--- src/rtl/lsu_pkg.sv ---
// Shared definitions for the load/store unit: funct3 encodings, FSM states,
// fault causes and the byte-enable helper.
package lsu_pkg;

  localparam logic [2:0] F3_B  = 3'b000;
  localparam logic [2:0] F3_H  = 3'b001;
  localparam logic [2:0] F3_W  = 3'b010;
  localparam logic [2:0] F3_BU = 3'b100;
  localparam logic [2:0] F3_HU = 3'b101;

  localparam logic [1:0] CAUSE_MISALIGN = 2'b01;
  localparam logic [1:0] CAUSE_ILLEGAL  = 2'b10;

  typedef enum logic [1:0] {
    IDLE = 2'd0,
    REQ  = 2'd1,
    RESP = 2'd2
  } lsu_state_e;

  // Access size lives in funct3[1:0] for both signed and unsigned loads.
  function automatic logic [3:0] byte_enable(input logic [2:0] funct3, input logic [1:0] offset);
    case (funct3[1:0])
      2'b00:   return 4'b0001 << offset;
      2'b01:   return 4'b0011 << {offset[1], 1'b0};
      default: return 4'b1111;
    endcase
  endfunction

endpackage

--- src/rtl/lsu_if.sv ---
// Execute-side, memory-side and writeback-side signals of the load/store unit.
// slave = the LSU itself, master = its surroundings.
interface lsu_if #(
  parameter int XLEN = 32,
  parameter int RD_W = 5
);
  logic            ex_valid;
  logic            ex_load;
  logic            ex_store;
  logic [2:0]      ex_funct3;
  logic [XLEN-1:0] ex_addr;
  logic [XLEN-1:0] ex_wdata;
  logic [RD_W-1:0] ex_rd;
  logic            ex_ready;
  logic            mem_req;
  logic            mem_we;
  logic [XLEN-1:0] mem_addr;
  logic [3:0]      mem_be;
  logic [XLEN-1:0] mem_wdata;
  logic            mem_ack;
  logic [XLEN-1:0] mem_rdata;
  logic            wb_valid;
  logic [RD_W-1:0] wb_rd;
  logic [XLEN-1:0] wb_data;
  logic            fault;
  logic [1:0]      fault_cause;

  modport slave (
    input  ex_valid, ex_load, ex_store, ex_funct3, ex_addr, ex_wdata, ex_rd,
    input  mem_ack, mem_rdata,
    output ex_ready, mem_req, mem_we, mem_addr, mem_be, mem_wdata,
    output wb_valid, wb_rd, wb_data, fault, fault_cause
  );

  modport master (
    output ex_valid, ex_load, ex_store, ex_funct3, ex_addr, ex_wdata, ex_rd,
    output mem_ack, mem_rdata,
    input  ex_ready, mem_req, mem_we, mem_addr, mem_be, mem_wdata,
    input  wb_valid, wb_rd, wb_data, fault, fault_cause
  );
endinterface

--- src/rtl/lsu_load_align.sv ---
// Extracts the addressed lane from a read word and sign/zero-extends it.
// Purely combinational so a cache path can share it.
module lsu_load_align
  import lsu_pkg::*;
#(
  parameter int XLEN = 32
) (
  input  logic [XLEN-1:0] rdata_i,
  input  logic [1:0]      offset_i,
  input  logic [2:0]      funct3_i,
  output logic [XLEN-1:0] data_o
);

  logic [XLEN-1:0] lane;

  assign lane = rdata_i >> {offset_i, 3'b000};

  always_comb begin
    data_o = '0;
    case (funct3_i)
      F3_B:    data_o = {{(XLEN-8){lane[7]}}, lane[7:0]};
      F3_H:    data_o = {{(XLEN-16){lane[15]}}, lane[15:0]};
      F3_W:    data_o = rdata_i;
      F3_BU:   data_o = {{(XLEN-8){1'b0}}, lane[7:0]};
      F3_HU:   data_o = {{(XLEN-16){1'b0}}, lane[15:0]};
      default: data_o = '0;
    endcase
  end

endmodule

--- src/rtl/load_store_unit.sv ---
// Memory stage: validates an execute-stage memory op, runs one req/ack
// transaction against data memory and returns extended load data.
module load_store_unit
  import lsu_pkg::*;
#(
  parameter int XLEN = 32,
  parameter int RD_W = 5
) (
  input  logic clk,
  input  logic rst_n,
  lsu_if.slave bus
);

  lsu_state_e      state_q, state_d;
  logic [XLEN-1:0] addr_q, addr_d;
  logic [3:0]      be_q, be_d;
  logic [XLEN-1:0] wdata_q, wdata_d;
  logic            we_q, we_d;
  logic [1:0]      off_q, off_d;
  logic [2:0]      f3_q, f3_d;
  logic [RD_W-1:0] rd_q, rd_d;
  logic [XLEN-1:0] wb_data_q, wb_data_d;
  logic            fault_q, fault_d;
  logic [1:0]      cause_q, cause_d;

  logic            illegal;
  logic            misaligned;
  logic [XLEN-1:0] load_data;
  logic [XLEN-1:0] store_lanes;

  lsu_load_align #(.XLEN(XLEN)) u_align (
    .rdata_i (bus.mem_rdata),
    .offset_i(off_q),
    .funct3_i(f3_q),
    .data_o  (load_data)
  );

  assign illegal = (bus.ex_load == bus.ex_store)
                 || (bus.ex_load  && (bus.ex_funct3 == 3'b011 || bus.ex_funct3[2:1] == 2'b11))
                 || (bus.ex_store && (bus.ex_funct3 > F3_W));

  assign misaligned = (bus.ex_funct3[1:0] == 2'b01 && bus.ex_addr[0])
                   || (bus.ex_funct3[1:0] == 2'b10 && bus.ex_addr[1:0] != 2'b00);

  always_comb begin
    case (bus.ex_funct3[1:0])
      2'b00:   store_lanes = {4{bus.ex_wdata[7:0]}};
      2'b01:   store_lanes = {2{bus.ex_wdata[15:0]}};
      default: store_lanes = bus.ex_wdata;
    endcase
  end

  always_comb begin
    state_d   = state_q;
    addr_d    = addr_q;
    be_d      = be_q;
    wdata_d   = wdata_q;
    we_d      = we_q;
    off_d     = off_q;
    f3_d      = f3_q;
    rd_d      = rd_q;
    wb_data_d = wb_data_q;
    fault_d   = 1'b0;
    cause_d   = cause_q;
    case (state_q)
      IDLE: begin
        if (bus.ex_valid) begin
          // Rejected ops never reach memory; illegal wins over misaligned.
          if (illegal) begin
            fault_d = 1'b1;
            cause_d = CAUSE_ILLEGAL;
          end else if (misaligned) begin
            fault_d = 1'b1;
            cause_d = CAUSE_MISALIGN;
          end else begin
            addr_d  = {bus.ex_addr[XLEN-1:2], 2'b00};
            be_d    = byte_enable(bus.ex_funct3, bus.ex_addr[1:0]);
            wdata_d = store_lanes;
            we_d    = bus.ex_store;
            off_d   = bus.ex_addr[1:0];
            f3_d    = bus.ex_funct3;
            rd_d    = bus.ex_rd;
            state_d = REQ;
          end
        end
      end
      REQ: begin
        if (bus.mem_ack) begin
          if (we_q) begin
            state_d = IDLE;
          end else begin
            wb_data_d = load_data;
            state_d   = RESP;
          end
        end
      end
      RESP:    state_d = IDLE;
      default: state_d = IDLE;
    endcase
  end

  always_ff @(posedge clk or negedge rst_n) begin
    if (!rst_n) begin
      state_q   <= IDLE;
      addr_q    <= '0;
      be_q      <= '0;
      wdata_q   <= '0;
      we_q      <= 1'b0;
      off_q     <= '0;
      f3_q      <= '0;
      rd_q      <= '0;
      wb_data_q <= '0;
      fault_q   <= 1'b0;
      cause_q   <= '0;
    end else begin
      state_q   <= state_d;
      addr_q    <= addr_d;
      be_q      <= be_d;
      wdata_q   <= wdata_d;
      we_q      <= we_d;
      off_q     <= off_d;
      f3_q      <= f3_d;
      rd_q      <= rd_d;
      wb_data_q <= wb_data_d;
      fault_q   <= fault_d;
      cause_q   <= cause_d;
    end
  end

  // Handshake outputs decode the state so an async reset drops them at once.
  assign bus.ex_ready    = (state_q == IDLE);
  assign bus.mem_req     = (state_q == REQ);
  assign bus.wb_valid    = (state_q == RESP);
  assign bus.mem_we      = we_q;
  assign bus.mem_addr    = addr_q;
  assign bus.mem_be      = be_q;
  assign bus.mem_wdata   = wdata_q;
  assign bus.wb_rd       = rd_q;
  assign bus.wb_data     = wb_data_q;
  assign bus.fault       = fault_q;
  assign bus.fault_cause = cause_q;

endmodule
--- src/flat_wrapper.sv ---
// flat-port wrapper written by rule: the top's interface ports become plain ports
module load_store_unit_flat import lsu_pkg::*;
#(
  parameter int XLEN = 32,
  parameter int RD_W = 5
)
  (clk, rst_n, bus_ex_valid, bus_ex_load, bus_ex_store, bus_ex_funct3, bus_ex_addr, bus_ex_wdata, bus_ex_rd, bus_mem_ack, bus_mem_rdata, bus_ex_ready, bus_mem_req, bus_mem_we, bus_mem_addr, bus_mem_be, bus_mem_wdata, bus_wb_valid, bus_wb_rd, bus_wb_data, bus_fault, bus_fault_cause);
  lsu_if #(.XLEN(XLEN), .RD_W(RD_W)) bus_i ();
  input  logic clk;
  input  logic rst_n;
  input wire logic [$bits(bus_i.ex_valid)-1:0] bus_ex_valid;
  input wire logic [$bits(bus_i.ex_load)-1:0] bus_ex_load;
  input wire logic [$bits(bus_i.ex_store)-1:0] bus_ex_store;
  input wire logic [$bits(bus_i.ex_funct3)-1:0] bus_ex_funct3;
  input wire logic [$bits(bus_i.ex_addr)-1:0] bus_ex_addr;
  input wire logic [$bits(bus_i.ex_wdata)-1:0] bus_ex_wdata;
  input wire logic [$bits(bus_i.ex_rd)-1:0] bus_ex_rd;
  input wire logic [$bits(bus_i.mem_ack)-1:0] bus_mem_ack;
  input wire logic [$bits(bus_i.mem_rdata)-1:0] bus_mem_rdata;
  output wire logic [$bits(bus_i.ex_ready)-1:0] bus_ex_ready;
  output wire logic [$bits(bus_i.mem_req)-1:0] bus_mem_req;
  output wire logic [$bits(bus_i.mem_we)-1:0] bus_mem_we;
  output wire logic [$bits(bus_i.mem_addr)-1:0] bus_mem_addr;
  output wire logic [$bits(bus_i.mem_be)-1:0] bus_mem_be;
  output wire logic [$bits(bus_i.mem_wdata)-1:0] bus_mem_wdata;
  output wire logic [$bits(bus_i.wb_valid)-1:0] bus_wb_valid;
  output wire logic [$bits(bus_i.wb_rd)-1:0] bus_wb_rd;
  output wire logic [$bits(bus_i.wb_data)-1:0] bus_wb_data;
  output wire logic [$bits(bus_i.fault)-1:0] bus_fault;
  output wire logic [$bits(bus_i.fault_cause)-1:0] bus_fault_cause;
  assign bus_i.ex_valid = bus_ex_valid;
  assign bus_i.ex_load = bus_ex_load;
  assign bus_i.ex_store = bus_ex_store;
  assign bus_i.ex_funct3 = bus_ex_funct3;
  assign bus_i.ex_addr = bus_ex_addr;
  assign bus_i.ex_wdata = bus_ex_wdata;
  assign bus_i.ex_rd = bus_ex_rd;
  assign bus_i.mem_ack = bus_mem_ack;
  assign bus_i.mem_rdata = bus_mem_rdata;
  assign bus_ex_ready = bus_i.ex_ready;
  assign bus_mem_req = bus_i.mem_req;
  assign bus_mem_we = bus_i.mem_we;
  assign bus_mem_addr = bus_i.mem_addr;
  assign bus_mem_be = bus_i.mem_be;
  assign bus_mem_wdata = bus_i.mem_wdata;
  assign bus_wb_valid = bus_i.wb_valid;
  assign bus_wb_rd = bus_i.wb_rd;
  assign bus_wb_data = bus_i.wb_data;
  assign bus_fault = bus_i.fault;
  assign bus_fault_cause = bus_i.fault_cause;
  load_store_unit #(.XLEN(XLEN), .RD_W(RD_W)) u_core (.clk(clk), .rst_n(rst_n), .bus(bus_i));
endmodule
--- config.mk ---
export PLATFORM = sky130hd
export DESIGN_NAME = load_store_unit_flat
export DESIGN_NICKNAME = d
export VERILOG_FILES = /design/src/rtl/lsu_pkg.sv /design/src/rtl/lsu_if.sv /design/src/rtl/lsu_load_align.sv /design/src/rtl/load_store_unit.sv /design/src/flat_wrapper.sv
export SDC_FILE = /design/constraint.sdc
export NUM_CORES = 1
export LEC_CHECK = 0
export BUFFER_PORTS_ARGS = -buffer_cell sky130_fd_sc_hd__buf_2
export CAP_MARGIN = 40
export CORE_MARGIN = 1.5
export CORE_UTILIZATION = 45
export CTS_BUF_LIST = sky130_fd_sc_hd__clkbuf_4 sky130_fd_sc_hd__clkbuf_8
export CTS_CLUSTER_SIZE = 30
export DETAILED_ROUTE_END_ITERATION = 7
export GPL_ROUTABILITY_DRIVEN = 0
export PLACE_DENSITY = 0.76
export SKIP_CTS_REPAIR_TIMING = 1
export SYNTH_ARGS = -nofsm -noshare
export SYNTH_HDL_FRONTEND = slang
export SYNTH_SLANG_ARGS = --single-unit
--- constraint.sdc ---
create_clock -name clk -period 2.87 [get_ports clk]
set_input_delay 0.287 -clock clk [delete_from_list [all_inputs] [get_ports clk]]
set_output_delay 0.287 -clock clk [all_outputs]
set_load 0.01 [all_outputs]
==> impl_metrics.py <==
metrics = {
    "outcome": {
        "status": "finished, violations left",
        "violations": "design-rule violations",
    },
    "sta": {
        "slew_headroom_pct": 47.9,
        "clock.fmax_ghz": 0.458,
        "skew_ps": 6.13,
        "rsz0062_at_grt": "false",
        "fin_setup_tns_ps": 0,
        "min_period_ps": 2190,
        "setup_viol": 0,
        "worst_pin_slew_ps": 778,
        "hold_viol_final": 0,
        "fin_hold_ws_ps": 60.1,
        "post-route-period-util_pct": 76.2,
        "drv_slew": 0,
        "setup_slack_ps": 684,
    },
    "worst_setup_path": {
        "slowest_stage": "nand4bb_1",
        "crit_required_ps": 3250,
        "crit_fanout": 16,
        "cp_top_family": "simple AND/OR/NAND/NOR gates",
        "path_buf_inv": 2,
        "start_kind": "register",
        "max_stage_delay_ps": 490,
        "worstSetupPathType": "reg -> reg",
        "crit_chain": "nand4bb_1 -> clkinv_1 -> nand2_1 -> nor4bb_2 -> buf_4 -> a221o_1",
        "crit_arrival_ps": 2560,
        "cp-end-kind": "register",
    },
    "clock_tree": {
        "clk_pin_slew_ps": 70,
        "cts_root_buf": "clkbuf_8",
        "cts_tree": "yes",
        "worstSkewPairLatency_ps": 440,
        "cts-buffers-inserted": 17,
        "cts.sinks": 114,
        "cts_buffer_depth": 2,
        "htree_levels": 4,
    },
    "grt": {
        "grt_max_degree": 63,
        "grt.total_usage_pct": 22.7,
        "grt_pass1_vias": 4327,
        "antenna_found_initial": 0,
        "grt_pass1_wl_mm": 22.0,
        "grt_overflow": 0,
    },
    "die": {
        "num_rows": 39,
        "pin_count": 222,
        "dieHeight_um": 112,
        "core_um2": 11500,
        "start_util_pct": 46.5,
        "die_w_um": 112,
        "dieArea_um2": 12600,
    },
    "layout": {
        "drive_gt1_share_pct": 53.7,
        "instances_no_fill": 797,
        "stdcell_area_um2": 6990,
        "diodes": 0,
        "nets": 751,
        "multiInputGateArea_um2": 2290,
        "syn2layout_area_growth_pct": 30.7,
        "nFillCells": 937,
        "layout.area.seq_um2": 2850,
    },
    "drt": {
        "vias": 4287,
        "drt_iter0_drc": 269,
        "via_per_inst": 5.38,
        "drtAntennaViolNets": 0,
        "firstDrtPassIters": 8,
        "routed_wl_mm": 13.8,
        "drc": 16,
        "wl_per_cell_um": 17.4,
    },
    "logic_synthesis": {
        "synthesis.area_per_instance_um2": 12.5,
        "ys_warn_count": 0,
        "netlist_instances": 427,
        "yosysTopAreaCellShare_pct": 53.3,
        "ys_seq_area_share_pct": 53.3,
        "yosysMostFrequentCell": "dfrtp_1",
        "synthDistinctLibCells": 43,
        "synth_edf_count": 0,
        "synth_commonest_cells": "dfrtp_1, mux2_2, nand2_1",
        "synthArstFlopShare_pct": 100,
        "synth_top_flop_cell": "dfrtp_1",
        "synth_area_leader_cell": "dfrtp_1",
        "syn_area_um2": 5350,
        "synth-seq-cells": 114,
        "synth.area.top_cells": "dfrtp_1, mux2_2, mux2_1, mux2i_1, a221o_2",
    },
    "power_and_ir_drop": {
        "peakVddDrop_mv": 0.563,
        "p_leak_nw": 3.43,
        "powerDensity_nw_per_um2": 954,
    },
    "place": {
        "portBuffers": 219,
        "dp_hpwl_mm": 10.4,
        "post-place-ws_ps": 766,
        "post-place-cells": 764,
        "placed_area_um2": 6520,
    },
    "hold_path": {
        "hold_class": "in -> reg",
    },
    "run": {
        "maxCapViolCount": 0,
    },
}
layout make-up:
class                      count  share of cell area (%)
inverter                       4                   0.215
clock inverter                 9                    2.15
timing repair buffer         228                    17.1
multi-input combinational    276                    32.8
clock buffer                  23                    4.44
sequential                   114                    40.8
tap                          143                    2.56
worst reg2reg max path, stage by stage, from the launching register on:
cell	delay [ps]
dfrtp_1	410
nand4bb_1	490
clkinv_1	360
nand2_1	140
nor4bb_2	320
buf_4	260
a221o_1	140
state kept, by name, indices dropped and copies added (netlist names):
name,count
u_core.bus.mem_be,4
u_core.off_q,2
u_core.bus.wb_data,32
u_core.bus.fault_cause,2
u_core.state_q,2
u_core.bus.fault,1
u_core.bus.mem_wdata,32
u_core.bus.mem_we,1
u_core.f3_q,3
u_core.bus.mem_addr,30
u_core.bus.wb_rd,5
layer usage:
layer	global-route usage, %	part of all wire (%)	vias up	wire [um]
met5	0	0	-	0
li1	-	-	1985	-
met4	10.3	2.6	0	365
met1	26.8	40	2079	5550
met2	37.4	48	196	6620
met3	8.05	9.4	27	1300
cells by family after synthesis:
group / after synthesis / share of synthesized area [%]
flops: 114 / 53.3
mux: 111 / 23.0
buf+inv: 38 / 4.02
compound gates: 91 / 12.5
simple gates: 70 / 6.83
xor+xnor: 2 / 0.327
other cells: 1 / 0.0701
power by group:
| group | internal, W | switching (W) | total (W) |
|---|---|---|---|
| Combinational | 0.00114 | 0.00116 | 0.00230 |
| Clock | 0.00107 | 0.000643 | 0.00171 |
| Sequential | 0.00225 | 0.000408 | 0.00266 |
| Total | 0.00446 | 0.00221 | 0.00667 |
cells in the final DEF, fill, tap and decap left out, drive strengths merged, types with 2 or more instances in the layout:
cell type	instances
nand2b	4
nand3	2
mux2	94
a32oi	7
nor2b	12
clkinv	5
mux2i	17
clkinvlp	2
bufinv	4
o22ai	8
xor2	2
o2bb2ai	8
nand2	29
nor2	15
clkbuf	23
inv	2
buf	227
a221o	16
a211o	7
a21oi	18
o21ai	19
dfrtp	114
conb	2
o21bai	3
nor3	3
stage by stage:
step	total power (W)	util [%]
final	0.00667	60.7
after global routing	0.00706	60.7
after CTS	0.00673	60.6
after detailed placement	0.00500	56.6
after global placement	0.00490	56.6
after floorplan	0.00397	-
path summary, 6_finish.rpt:
kind / start / endpoint / cells past startpoint / slack (ps)
min in group asynchronous: rst_n / u_core.bus.wb_data[2] / 2 / 430
hold / removal: bus_ex_addr[30] / u_core.bus.mem_addr[30] / 2 / 60
setup / recovery: u_core.state_q[1] / u_core.bus.wb_data[16] / 6 / 680
hold reg to reg: u_core.bus.wb_data[7] / u_core.bus.wb_data[7] / 2 / 480
max in group asynchronous: rst_n / u_core.bus.mem_wdata[12] / 3 / 1650
setup reg to reg: u_core.state_q[1] / u_core.bus.wb_data[16] / 6 / 680
Note: power is estimated with default switching activity, not from simulation.
